<file path="config.mk">
export PLATFORM = sky130hd
export DESIGN_NAME = enc_top
export DESIGN_NICKNAME = d
export VERILOG_FILES = /design/src/rtl/enc_pkg.sv /design/src/rtl/enc_core.sv /design/src/rtl/enc_top.sv
export SDC_FILE = /design/constraint.sdc
export NUM_CORES = 1
export LEC_CHECK = 0
export CAP_MARGIN = 20
export CORE_MARGIN = 5
export CORE_UTILIZATION = 38
export DETAILED_ROUTE_END_ITERATION = 10
export PLACE_DENSITY_LB_ADDON = 0.1
export REMOVE_ABC_BUFFERS = 1
export SLEW_MARGIN = 25
export SYNTH_ARGS = -nofsm -noshare
export SYNTH_HDL_FRONTEND = slang
export SYNTH_SLANG_ARGS = --single-unit
</file>
<file path="constraint.sdc">
create_clock -name vclk -period 6.4
set_clock_uncertainty 0.1 [all_clocks]
set_input_delay 1.28 -clock vclk [all_inputs]
set_output_delay 1.28 -clock vclk [all_outputs]
set_load 0.1 [all_outputs]
</file>
<file path="src/rtl/enc_pkg.sv">
// Shared SEC-DED layout for the 32-bit encoder and its matching decoder:
// widths, data-index-to-position mapping and parity coverage masks.
package enc_pkg;
   localparam int DATA_W = 32;
   localparam int PAR_W  = 6;
   localparam int HAM_W  = 38;
   localparam int CODE_W = 39;

   typedef logic [DATA_W-1:0] data_t;
   typedef logic [CODE_W-1:0] code_t;

   // Hamming position (1..38) of data bit idx: the idx-th non-power-of-two position.
   function automatic int data_pos(input int idx);
      int n;
      int pos;
      n   = 0;
      pos = 0;
      for (int p = 1; p <= HAM_W; p++) begin
         if ((p & (p - 1)) != 0) begin
            if (n == idx) pos = p;
            n++;
         end
      end
      return pos;
   endfunction

   // Data bits that feed the parity bit at position 2^k.
   function automatic data_t cover_mask(input int k);
      data_t m;
      m = '0;
      for (int i = 0; i < DATA_W; i++) begin
         if (((data_pos(i) >> k) & 1) == 1) m[i] = 1'b1;
      end
      return m;
   endfunction
endpackage

</file>
<file path="src/rtl/enc_core.sv">
// Combinational SEC-DED encode: scatters data into Hamming positions,
// fills the six parity positions, and appends overall parity at bit 38.
module enc_core
   import enc_pkg::*;
(
   input  logic [DATA_W-1:0] i_data,
   output logic [CODE_W-1:0] o_code
);
   logic [HAM_W-1:0] w_ham;

   generate
      for (genvar gi = 0; gi < DATA_W; gi++) begin : g_data
         localparam int POS = data_pos(gi);
         assign w_ham[POS-1] = i_data[gi];
      end
      for (genvar gi = 0; gi < PAR_W; gi++) begin : g_par
         localparam data_t MASK = cover_mask(gi);
         assign w_ham[(1 << gi) - 1] = ^(i_data & MASK);
      end
   endgenerate

   assign o_code = {^w_ham, w_ham};
endmodule

</file>
<file path="src/rtl/enc_top.sv">
// SEC-DED encoder top. Define ENC_TOP_OUT_REG_EN to register OUT (1-cycle
// latency, synchronous reset to the all-zero codeword); otherwise OUT is combinational.
module enc_top
   import enc_pkg::*;
(
   input  logic              clk,
   input  logic              rst,
   input  logic [DATA_W-1:0] IN,
   output logic [CODE_W-1:0] OUT
);
   logic [CODE_W-1:0] w_code;

   enc_core u_core (
      .i_data (IN),
      .o_code (w_code)
   );

`ifdef ENC_TOP_OUT_REG_EN
   logic [CODE_W-1:0] r_code;

   // Zero is a legal codeword, so reset never exposes an uncorrectable word.
   always_ff @(posedge clk) begin
      if (rst) r_code <= '0;
      else     r_code <= w_code;
   end

   assign OUT = r_code;
`else
   logic w_unused;
   assign w_unused = &{1'b0, clk, rst};
   assign OUT      = w_code;
`endif
endmodule

</file>
### Word level (Yosys, flattened, before mapping)

Cells that the tools add are included.

* reduce and logical (&&, ||, !) cells: 7

Operator list (count)
* parity 32 bit: 6
* parity 38 bit: 1

* flip-flop bits (word level): 0
* input port bits: 34
* word-level logic and storage cells: 7

### Depth between registers and ports, before layout

* depth after elaboration: 2
* depth in mapped cells: 5
* gate-level depth less buffers: 5

### Worst setup path after synthesis

Ideal clock, no wire load.

* path type: input port to output port
* start point: in IN[25]
* end point: out OUT[38]
* data arrival time: 3.906 ns
* data required time: 5.020 ns
* setup slack: 1.114 ns
* stages: 5
* path buffers: 0
* path through: xnor2_1 > xnor2_1 > xnor2_2 > xnor3_1 > xor3_1

* longest elaborated chain between the ends: 2

Ends and longest elaborated chain
* start: declaration: line enc_top.sv:8 `input logic [DATA_W-1:0] IN,`
* parity 32 bit: line enc_core.sv:18 `assign w_ham[(1 << gi) - 1] = ^(i_data & MASK);`
* net OUT[1]: line enc_top.sv:9 `output logic [CODE_W-1:0] OUT`
* parity 38 bit: line enc_core.sv:22 `assign o_code = {^w_ham, w_ham};`
* end: declaration: line enc_top.sv:9

The timed path passes the listed nets, and every way through them passes these cells.

### Worst setup path after layout

* start point: in IN[31]
* end point: out OUT[31]

* longest elaborated chain between the ends: 1

Ends and longest elaborated chain (line)
* parity 32 bit: enc_core.sv:18

No other way between the ends.

==> metrics.yaml <==
status: "finished, final reports clean"
avgViaCountPerCell: 4.03
cts_hold_buffers: 0
overflow: 0
timing.final.crit_share: 0.778
synth.avg_cell_area_um2: 10.8
dp.cells: 156
synth_top_area_frac: 0.257
startpoint: "IN[31]"
instances_no_fill: 156
track_usage: 0.107
relSlewSlack: 0.344
drtPass1Iterations: 1
io_buffer_count: 71
hold_viol: 0
dr_total_vias: 628
post_cts.resized_instances: 0
synth.distinct_cells: 10
gp_congestion: 0.709
die_h_um: 59.6
startpoint_type: "input pin"
pin_count: 73
arrival_ns: 3.60
routedWlPerCell_um: 13.0
clkbuf_count: 0
final.setup.tns_ns: 0
synthCells: 87
core_um2: 2410
setup_ws_ns: 1.42
drcViolationCount: 0
grt_pass1_vias: 652
rsz0062_at_grt: "no"
antennaDiodeCount: 0
die_area_um2: 3560
synth_top_cell_by_area: "buf_4"
synth-warning-count: 0
critPathKind: "input pin to primary output"
max-cap-violations: 0
synthToLayoutAreaGrowth_pct: 52.7
setup_viol: 0
cts_setup_buffers: 0
synth_area_leaders: "buf_4, xnor2_1, xnor3_1"
grt_max_degree: 4
grt_pass1_wl_mm: 3.07
drt-total-wl_mm: 2.03
drt_iter0_markers: 0
antenna_found_initial: 0
required_ns: 5.02
dp_slack_ns: 1.41
critPathCaptureType: "primary output"
place_hpwl_mm: 1.84
synth_most_common_cell: "buf_4"
drive_gt1_frac: 0.127
hold_class: "input pin to primary output"
period_minus_slack_ns: 4.98
die_w_um: 59.6
worstMarginPinSlew_ns: 0.981
whs_path_depth: 5
design_area_um2: 1430
ant_nets: 0
std_cell_rows: 18
ys_seq_area_frac: 0
crit_fanout: 3
critPathCapture: "OUT[31]"
synthTopCellsByCount: "buf_4, xnor2_1, xor2_1, xnor3_1, xnor2_2"
synth_area_um2: 936
initial_core_util: 0.388
fin_nets: 162
final-max-slew-violation-count: 0
clock.fmax_ghz: 0.201
ff_latch_area_um2: 0
place_area_um2: 1430
seq_cells: 0
-- cell type report --
| class | instances | area [um2] |
|---|---|---|
| Timing Repair Buffer | 71 | 696 |
| Tap cell | 30 | 37.5 |
| Fill cell | 221 | 981 |
| Multi-Input combinational cell | 54 | 692 |
| Inverter | 1 | 3.75 |
-- kinds of logic (layout without fill, tap and decap cells) --
group     Yosys count  count (layout)  synth area share
xor+xnor           54              54             0.739
buf+inv            33              72             0.261
-- critical path, stage by stage --
cell and delay, ns:
clkdlybuf4s50_1 0.47, xor2_1 0.19, xnor2_1 0.33, xnor2_1 0.17, clkdlybuf4s50_1 1.16
-- worst min-delay path by stage --
stage,startpoint,to
CTS,IN[12],OUT[15]
finish,IN[14],OUT[15]
global route,IN[7],OUT[7]
floorplan,IN[6],OUT[10]
detailed placement,IN[14],OUT[15]
global placement,IN[14],OUT[15]
-- layer usage --
metal  part of all wire  global-route usage
met1               0.35               0.126
met3              0.099              0.0174
met2               0.55               0.212
met5                  0                   0
met4                  0                   0
-- metrics by stage --
stage | util | hold WS [ns]
after CTS | 0.593 | 3.55
after global placement | 0.593 | 3.55
final | 0.593 | 3.54
after floorplan | - | 2.46
after detailed placement | 0.593 | 3.54
after global routing | 0.593 | 3.59
-- layout by cell type, fill, tap and decap left out, drive strengths merged --
| cell type | count |
|---|---|
| buf | 6 |
| inv | 1 |
| clkdlybuf4s50 | 65 |
| xnor2 | 30 |
| xor2 | 12 |
| xnor3 | 9 |
| xor3 | 3 |
Power is not shown: default switching activity piles up to over one toggle a cycle in this logic, so the estimate is an artifact.
